<file path="config.mk">
export PLATFORM = sky130hd
export DESIGN_NAME = eeg_sample_loader_flat
export DESIGN_NICKNAME = d
export VERILOG_FILES = /design/src/rtl/eeg_sample_loader_pkg.sv /design/src/rtl/eeg_sample_loader_if.sv /design/src/rtl/eeg_sample_fifo.sv /design/src/rtl/eeg_sample_loader.sv /design/src/flat_wrapper.sv
export SDC_FILE = /design/constraint.sdc
export NUM_CORES = 1
export LEC_CHECK = 0
export BUFFER_PORTS_ARGS = -buffer_cell sky130_fd_sc_hd__buf_4
export CELL_PAD_IN_SITES_DETAIL_PLACEMENT = 1
export CELL_PAD_IN_SITES_GLOBAL_PLACEMENT = 2
export CORE_MARGIN = 2
export CORE_UTILIZATION = 34
export CTS_CLUSTER_SIZE = 8
export DETAILED_ROUTE_END_ITERATION = 16
export GPL_TIMING_DRIVEN = 1
export PLACE_DENSITY = 0.8
export SYNTH_ARGS = -nofsm -noshare
export SYNTH_HDL_FRONTEND = slang
export SYNTH_SLANG_ARGS = --single-unit
</file>
<file path="constraint.sdc">
create_clock -name clk -period 3.4 [get_ports clk]
set_clock_uncertainty 0.2 [all_clocks]
set_input_delay 0.68 -clock clk [delete_from_list [all_inputs] [get_ports clk]]
set_output_delay 0.68 -clock clk [all_outputs]
set_load 0.05 [all_outputs]
</file>
<file path="src/rtl/eeg_sample_loader_pkg.sv">
// Shared types and constants for the EEG sample loader front end of the CiM inference core.
package eeg_sample_loader_pkg;
  localparam int ADC_W  = 16;
  localparam int COMP_W = 22;
  localparam int ADDR_W = 16;

  localparam int NUM_SAMPLES_PER_EPOCH = 3840;  // 30 s at 128 Hz
  localparam int EEG_FRAC_BITS         = 10;
  localparam int EEG_SCALE_LOG2        = 5;

  typedef logic [ADC_W-1:0]         AdcData_t;
  typedef logic signed [COMP_W-1:0] CompFx_t;
  typedef logic [ADDR_W-1:0]        IntResAddr_t;

  localparam IntResAddr_t EEG_BASE_ADDR = '0;

  typedef enum logic {
    SINGLE_WIDTH = 1'b0,
    DOUBLE_WIDTH = 1'b1
  } DataWidth_t;

  typedef enum logic [1:0] {
    ST_IDLE,
    ST_LOAD,
    ST_DONE
  } LoaderState_t;

  // Offset binary to two's complement is an MSB flip; the scale/frac change is a pure shift.
  function automatic CompFx_t adc_to_fx(input AdcData_t adc, input int shift);
    logic signed [ADC_W-1:0] s;
    s = {~adc[ADC_W-1], adc[ADC_W-2:0]};
    return CompFx_t'(s) <<< shift;
  endfunction
endpackage

</file>
<file path="src/rtl/eeg_sample_loader_if.sv">
// SoC sample input and intermediate-result memory write port of the EEG loader.
interface eeg_sample_loader_if
  import eeg_sample_loader_pkg::*;
#(
  parameter int NUM_SAMPLES = NUM_SAMPLES_PER_EPOCH
);
  localparam int CNT_W = $clog2(NUM_SAMPLES + 1);

  logic             start_eeg_load;
  logic             new_eeg_data;
  AdcData_t         eeg;
  logic             mem_grant;
  logic             mem_write_en;
  logic             mem_chip_en;
  IntResAddr_t      mem_addr;
  CompFx_t          mem_data;
  DataWidth_t       mem_data_width;
  logic             loading;
  logic             load_done;
  logic             overflow;
  logic [CNT_W-1:0] sample_count;

  modport master (
    output start_eeg_load, new_eeg_data, eeg, mem_grant,
    input  mem_write_en, mem_chip_en, mem_addr, mem_data, mem_data_width,
           loading, load_done, overflow, sample_count
  );

  modport slave (
    input  start_eeg_load, new_eeg_data, eeg, mem_grant,
    output mem_write_en, mem_chip_en, mem_addr, mem_data, mem_data_width,
           loading, load_done, overflow, sample_count
  );
endinterface

</file>
<file path="src/rtl/eeg_sample_fifo.sv">
// 2-entry synchronous FIFO holding converted samples until the memory port grants a write.
module eeg_sample_fifo
  import eeg_sample_loader_pkg::*;
(
  input  logic    clk,
  input  logic    rst_n,
  input  logic    clr_i,
  input  logic    push_i,
  input  logic    pop_i,
  input  CompFx_t din_i,
  output CompFx_t dout_o,
  output logic    full_o,
  output logic    empty_o
);
  CompFx_t    mem_q [2];
  logic       wptr_q, rptr_q;
  logic [1:0] cnt_q, cnt_d;

  // Caller only pushes when not full or popping, and only pops when not empty.
  assign cnt_d   = cnt_q + 2'(push_i) - 2'(pop_i);
  assign dout_o  = mem_q[rptr_q];
  assign full_o  = (cnt_q == 2'd2);
  assign empty_o = (cnt_q == 2'd0);

  always_ff @(posedge clk or negedge rst_n) begin
    if (!rst_n) begin
      mem_q[0] <= '0;
      mem_q[1] <= '0;
      wptr_q   <= 1'b0;
      rptr_q   <= 1'b0;
      cnt_q    <= '0;
    end else if (clr_i) begin
      wptr_q <= 1'b0;
      rptr_q <= 1'b0;
      cnt_q  <= '0;
    end else begin
      if (push_i) begin
        mem_q[wptr_q] <= din_i;
        wptr_q        <= ~wptr_q;
      end
      if (pop_i) rptr_q <= ~rptr_q;
      cnt_q <= cnt_d;
    end
  end
endmodule

</file>
<file path="src/rtl/eeg_sample_loader.sv">
// Captures one epoch of ADC samples, converts to compute fixed point and streams them into memory.
module eeg_sample_loader
  import eeg_sample_loader_pkg::*;
#(
  parameter int          NUM_SAMPLES    = NUM_SAMPLES_PER_EPOCH,
  parameter int          FRAC_BITS      = EEG_FRAC_BITS,
  parameter int          ADC_SCALE_LOG2 = EEG_SCALE_LOG2,
  parameter IntResAddr_t BASE_ADDR      = EEG_BASE_ADDR
) (
  input logic clk,
  input logic rst_n,
  eeg_sample_loader_if.slave bus
);
  localparam int CNT_W = $clog2(NUM_SAMPLES + 1);
  localparam int SHIFT = FRAC_BITS - ADC_SCALE_LOG2;
  typedef logic [CNT_W-1:0] cnt_t;
  localparam cnt_t NUM  = cnt_t'(NUM_SAMPLES);
  localparam cnt_t LAST = cnt_t'(NUM_SAMPLES - 1);

  generate
    if (FRAC_BITS < ADC_SCALE_LOG2 || ADC_W + SHIFT > COMP_W) begin : g_bad_fmt
      $error("eeg_sample_loader: conversion does not fit the compute format");
    end
  endgenerate

  LoaderState_t state_q;
  cnt_t         sample_count_q, accepted_q;
  logic         overflow_q, load_done_q;

  logic    in_load, start, wr, push_req, push_ok, fifo_clr, fifo_full, fifo_empty;
  CompFx_t head, conv;

  assign in_load  = (state_q == ST_LOAD);
  assign start    = bus.start_eeg_load;
  // Writes are suppressed in an abort cycle so stale data never reaches memory.
  assign wr       = in_load && !start && !fifo_empty && bus.mem_grant;
  assign push_req = in_load && !start && bus.new_eeg_data && (accepted_q < NUM);
  assign push_ok  = push_req && (!fifo_full || wr);
  assign fifo_clr = start && (state_q != ST_DONE);
  assign conv     = adc_to_fx(bus.eeg, SHIFT);

  eeg_sample_fifo u_fifo (
    .clk     (clk),
    .rst_n   (rst_n),
    .clr_i   (fifo_clr),
    .push_i  (push_ok),
    .pop_i   (wr),
    .din_i   (conv),
    .dout_o  (head),
    .full_o  (fifo_full),
    .empty_o (fifo_empty)
  );

  always_ff @(posedge clk or negedge rst_n) begin
    if (!rst_n) begin
      state_q        <= ST_IDLE;
      sample_count_q <= '0;
      accepted_q     <= '0;
      overflow_q     <= 1'b0;
      load_done_q    <= 1'b0;
    end else begin
      load_done_q <= 1'b0;
      case (state_q)
        ST_IDLE: begin
          if (start) begin
            state_q        <= ST_LOAD;
            sample_count_q <= '0;
            accepted_q     <= '0;
            overflow_q     <= 1'b0;
          end
        end
        ST_LOAD: begin
          if (start) begin
            sample_count_q <= '0;
            accepted_q     <= '0;
            overflow_q     <= 1'b0;
          end else begin
            if (wr) begin
              sample_count_q <= sample_count_q + cnt_t'(1);
              if (sample_count_q == LAST) begin
                state_q     <= ST_DONE;
                load_done_q <= 1'b1;
              end
            end
            if (push_req) begin
              if (push_ok) accepted_q <= accepted_q + cnt_t'(1);
              else         overflow_q <= 1'b1;
            end
          end
        end
        ST_DONE: state_q <= ST_IDLE;
        default: state_q <= ST_IDLE;
      endcase
    end
  end

  assign bus.mem_write_en   = wr;
  assign bus.mem_chip_en    = wr;
  assign bus.mem_addr       = BASE_ADDR + IntResAddr_t'(sample_count_q);
  assign bus.mem_data       = head;
  assign bus.mem_data_width = SINGLE_WIDTH;
  assign bus.loading        = in_load;
  assign bus.load_done      = load_done_q;
  assign bus.overflow       = overflow_q;
  assign bus.sample_count   = sample_count_q;
endmodule

</file>
<file path="src/flat_wrapper.sv">
// flat-port wrapper written by rule: the top's interface ports become plain ports
module eeg_sample_loader_flat import eeg_sample_loader_pkg::*;
#(
  parameter int          NUM_SAMPLES    = NUM_SAMPLES_PER_EPOCH,
  parameter int          FRAC_BITS      = EEG_FRAC_BITS,
  parameter int          ADC_SCALE_LOG2 = EEG_SCALE_LOG2,
  parameter IntResAddr_t BASE_ADDR      = EEG_BASE_ADDR
)
  (clk, rst_n, bus_start_eeg_load, bus_new_eeg_data, bus_eeg, bus_mem_grant, bus_mem_write_en, bus_mem_chip_en, bus_mem_addr, bus_mem_data, bus_mem_data_width, bus_loading, bus_load_done, bus_overflow, bus_sample_count);
  eeg_sample_loader_if #(.NUM_SAMPLES(NUM_SAMPLES)) bus_i ();
  input logic clk;
  input logic rst_n;
  input wire logic [$bits(bus_i.start_eeg_load)-1:0] bus_start_eeg_load;
  input wire logic [$bits(bus_i.new_eeg_data)-1:0] bus_new_eeg_data;
  input wire logic [$bits(bus_i.eeg)-1:0] bus_eeg;
  input wire logic [$bits(bus_i.mem_grant)-1:0] bus_mem_grant;
  output wire logic [$bits(bus_i.mem_write_en)-1:0] bus_mem_write_en;
  output wire logic [$bits(bus_i.mem_chip_en)-1:0] bus_mem_chip_en;
  output wire logic [$bits(bus_i.mem_addr)-1:0] bus_mem_addr;
  output wire logic [$bits(bus_i.mem_data)-1:0] bus_mem_data;
  output wire logic [$bits(bus_i.mem_data_width)-1:0] bus_mem_data_width;
  output wire logic [$bits(bus_i.loading)-1:0] bus_loading;
  output wire logic [$bits(bus_i.load_done)-1:0] bus_load_done;
  output wire logic [$bits(bus_i.overflow)-1:0] bus_overflow;
  output wire logic [$bits(bus_i.sample_count)-1:0] bus_sample_count;
  assign bus_i.start_eeg_load = bus_start_eeg_load;
  assign bus_i.new_eeg_data = bus_new_eeg_data;
  assign bus_i.eeg = bus_eeg;
  assign bus_i.mem_grant = bus_mem_grant;
  assign bus_mem_write_en = bus_i.mem_write_en;
  assign bus_mem_chip_en = bus_i.mem_chip_en;
  assign bus_mem_addr = bus_i.mem_addr;
  assign bus_mem_data = bus_i.mem_data;
  assign bus_mem_data_width = bus_i.mem_data_width;
  assign bus_loading = bus_i.loading;
  assign bus_load_done = bus_i.load_done;
  assign bus_overflow = bus_i.overflow;
  assign bus_sample_count = bus_i.sample_count;
  eeg_sample_loader #(.NUM_SAMPLES(NUM_SAMPLES), .FRAC_BITS(FRAC_BITS), .ADC_SCALE_LOG2(ADC_SCALE_LOG2), .BASE_ADDR(BASE_ADDR)) u_core (.clk(clk), .rst_n(rst_n), .bus(bus_i));
endmodule
</file>
==> impl_metrics.tcl <==
set metrics [dict create \
    status "finished, final reports clean" \
    antennaDiodeCount 0 \
    start_kind "input port" \
    intPower_w 0.00146 \
    die_y_um 103 \
    pwr-share-comb_pct 31.1 \
    worst_setup_path_end_kind "output port" \
    gr-total-overflow 0 \
    grt_pass1_wl_um 12500 \
    swShare_pct 37.1 \
    cts_setup_buffers 0 \
    die_w_um 103 \
    gp_congestion 0.765 \
    synthArstFlopShare_pct 100 \
    worst-setup-path-type "in -> out" \
    finalSetupTns_ns 0 \
    powerDensity_mw_per_mm2 591 \
    dp.cells 465 \
    crit_fanout 8 \
    period_minus_slack_ns 2.79 \
    core_region_area_sq_mm 0.00933 \
    htree_levels 3 \
    mappedNetlistArea_sq_mm 0.00330 \
    cts_resized 0 \
    clock_path_buffers 2 \
    syn-instance-count 295 \
    synth_cell_types 51 \
    hold_class "in -> async" \
    antenna_found_initial 0 \
    ant_nets 0 \
    drc_errors 0 \
    cts_tree "built" \
    dieArea_sq_mm 0.0105 \
    first_global_vias 2538 \
    finalHoldViolCount 0 \
    grt_use_total_pct 15.4 \
    clockPowerShare_pct 26.3 \
    critPathSlowestCell "nor3b_4" \
    p_total_w 0.00232 \
    r2r_slack_ns 0.96 \
    dr_total_vias 2382 \
    area_delta_synth_final_pct 19.2 \
    path_buf_inv 3 \
    p_leak_nw 1.81 \
    synth_area_leaders "dfrtp_1, mux2_2, buf_4" \
    synth.top_cell.area_share_pct 48.5 \
    worst_pin_slew_ns 0.820 \
    fin_crit_sh_pct 82.1 \
    maxCapViolations 0 \
    fmax_mhz 358 \
    numPortBuffers 66 \
    dp.final_hpwl_um 5270 \
    cp_top_family "buffers and inverters" \
    grt_max_degree 65 \
    drive_gt1_share_pct 39.5 \
    numClockSinks 64 \
    ys_ff_latch 64 \
    yosys.area.top_type "dfrtp_1" \
    layoutNonFillerInstCount 481 \
    yosysSeqAreaShare_pct 48.5 \
    first_iter_violations 81 \
    path_common_cell "buf_4" \
    seq_power_share_pct 42.6 \
    worstPathArrival_ns 1.91 \
    viasPerCell 4.95 \
    ys.flop_type "dfrtp_1" \
    slew_violations 0 \
    numCtsBuffers 9 \
    avgSynthCellArea_sq_um 11.2 \
    critical_path.max_stage_delay_ns 0.33 \
    postRouteWirelength_um 7560 \
    netSwitchingPower_w 0.000862 \
    max-vdd-ir-drop_uv 316 \
    path_cells "buf_4, nor3b_4, nand2b_1, inv_1, buf_4" \
    ios 77 \
    yosysWarnings 0 \
    hold_buffers 0 \
    finalNetCount 372 \
    crit_required_ns 2.52 \
    relSlewSlack_pct 45.4 \
    root_buffer "clkbuf_8" \
    drtPass1Iterations 4 \
    wire_per_inst_um 15.7 \
    setup_violations 0 \
    clkSlewWorstSetupHoldPaths_ns 0.08 \
    initial_core_util_pct 35.4 \
    clk_latency_ns 0.35 \
    rows 35 \
    grt_setup_unrepaired "false" \
    synth-edff-count 0 \
]
## layout make-up
class | count | area [sq um]
Fill cell | 1048 | 5400
Tap cell | 129 | 161
Sequential cell | 64 | 1600
Clock inverter | 6 | 43.8
Clock buffer | 10 | 138
Timing Repair Buffer | 68 | 510
Multi-Input combinational cell | 194 | 1440
Inverter | 10 | 40.0
## cells in the mapped netlist, types with 3 or more instances
library cell   n
a211oi_1       3
o21ai_0        7
nand3_1        9
nor3_1         4
dfrtp_1       64
a21o_1         3
nor2_1        15
nand2_1       18
buf_6          3
nor4_1         3
o211ai_1       6
buf_4         25
or4_1          3
mux2_2        46
nand4_1        4
clkbuf_1       5
inv_1          9
ha_1           4
a21oi_1       13
xnor2_1        6
## path summary, 6_finish.rpt
check | startpoint | end | cells past startpoint
min in group clk | u_core.accepted_q[11] | u_core.accepted_q[11] | 2
hold reg to reg | u_core.accepted_q[11] | u_core.accepted_q[11] | 2
setup / recovery | bus_start_eeg_load | bus_mem_write_en | 5
hold / removal | rst_n | u_core.accepted_q[5] | 1
setup reg to reg | u_core.state_q[1] | u_core.u_fifo.cnt_q[1] | 9
max in group asynchronous | rst_n | u_core.bus.sample_count[2] | 1
## placed cells by master, fill, tap and decap left out, types with 4 or more instances in the layout
cell type	count
buf_4	68
conb_1	10
mux2_2	46
clkbuf_8	10
xnor2_1	6
nand3_1	9
dfrtp_1	64
a21oi_1	13
o21ai_0	7
nor2_1	15
ha_1	4
nand2_1	18
nand4_1	4
o211ai_1	6
nor3_1	4
inv_1	9
## registers in the layout (all words and copies together) (netlist names), 2 cells and up
signal / flops
u_core.u_fifo.cnt_q: 2
u_core.state_q: 2
u_core.u_fifo.mem_q: 32
u_core.accepted_q: 12
u_core.bus.sample_count: 12
## logic make-up (layout without fill, tap and decap cells)
family | after synthesis | in the layout | share of synthesized area [%]
adder cells (fa/ha/maj) | 4 | 4 | 1.52
other | 1 | 10 | 0.114
AO/OA/AOI/OAI | 48 | 48 | 9.97
buffers and inverters | 46 | 94 | 8.91
AND/OR/NAND/NOR | 79 | 79 | 13.4
multiplexers | 46 | 46 | 15.7
flip-flops | 64 | 64 | 48.5
XOR/XNOR | 7 | 7 | 1.86
## routing by layer
metal / vias to the layer above / routed length [um] / part of all wire (%) / global-route usage (%)
met5: - / 0 / 0 / 0
met4: 0 / 78 / 1.0 / 4.21
met3: 9 / 500 / 6.6 / 5.63
met2: 64 / 3540 / 47 / 24.3
met1: 1177 / 3450 / 46 / 20.1
li1: 1132 / - / - / -
## through the flow
stage	setup WS [ns]	hold WS [ns]	utilization (%)	area (sq um)
2_1_floorplan	0.681	0.184	-	3330
3_3_place_gp	0.647	0.263	40.2	3750
3_5_place_dp	0.553	0.281	40.2	3750
4_1_cts	0.609	0.258	42.2	3930
5_1_grt	0.522	0.299	42.2	3930
6_report	0.610	0.224	42.2	3930
## worst register-to-register path, cell delays in order, from the launching register on
cell,delay (ns)
dfrtp_1,0.41
nor3b_4,0.36
nand2b_1,0.24
inv_1,0.26
ha_1,0.27
inv_1,0.05
ha_1,0.14
xor2_1,0.17
xnor2_1,0.14
nor2_1,0.06
## power by group through the flow
stage | Sequential [W] | Clock, W | Combinational (W)
6_report | 0.000991 | 0.000611 | 0.000723
5_1_grt | 0.00102 | 0.000660 | 0.000772
4_1_cts | 0.000994 | 0.000638 | 0.000734
3_5_place_dp | 0.00101 | 0 | 0.000731
3_3_place_gp | 0.000997 | 0 | 0.000719
2_1_floorplan | 0.000995 | 0 | 0.000557
No activity file was read; power rests on OpenSTA's default activity.
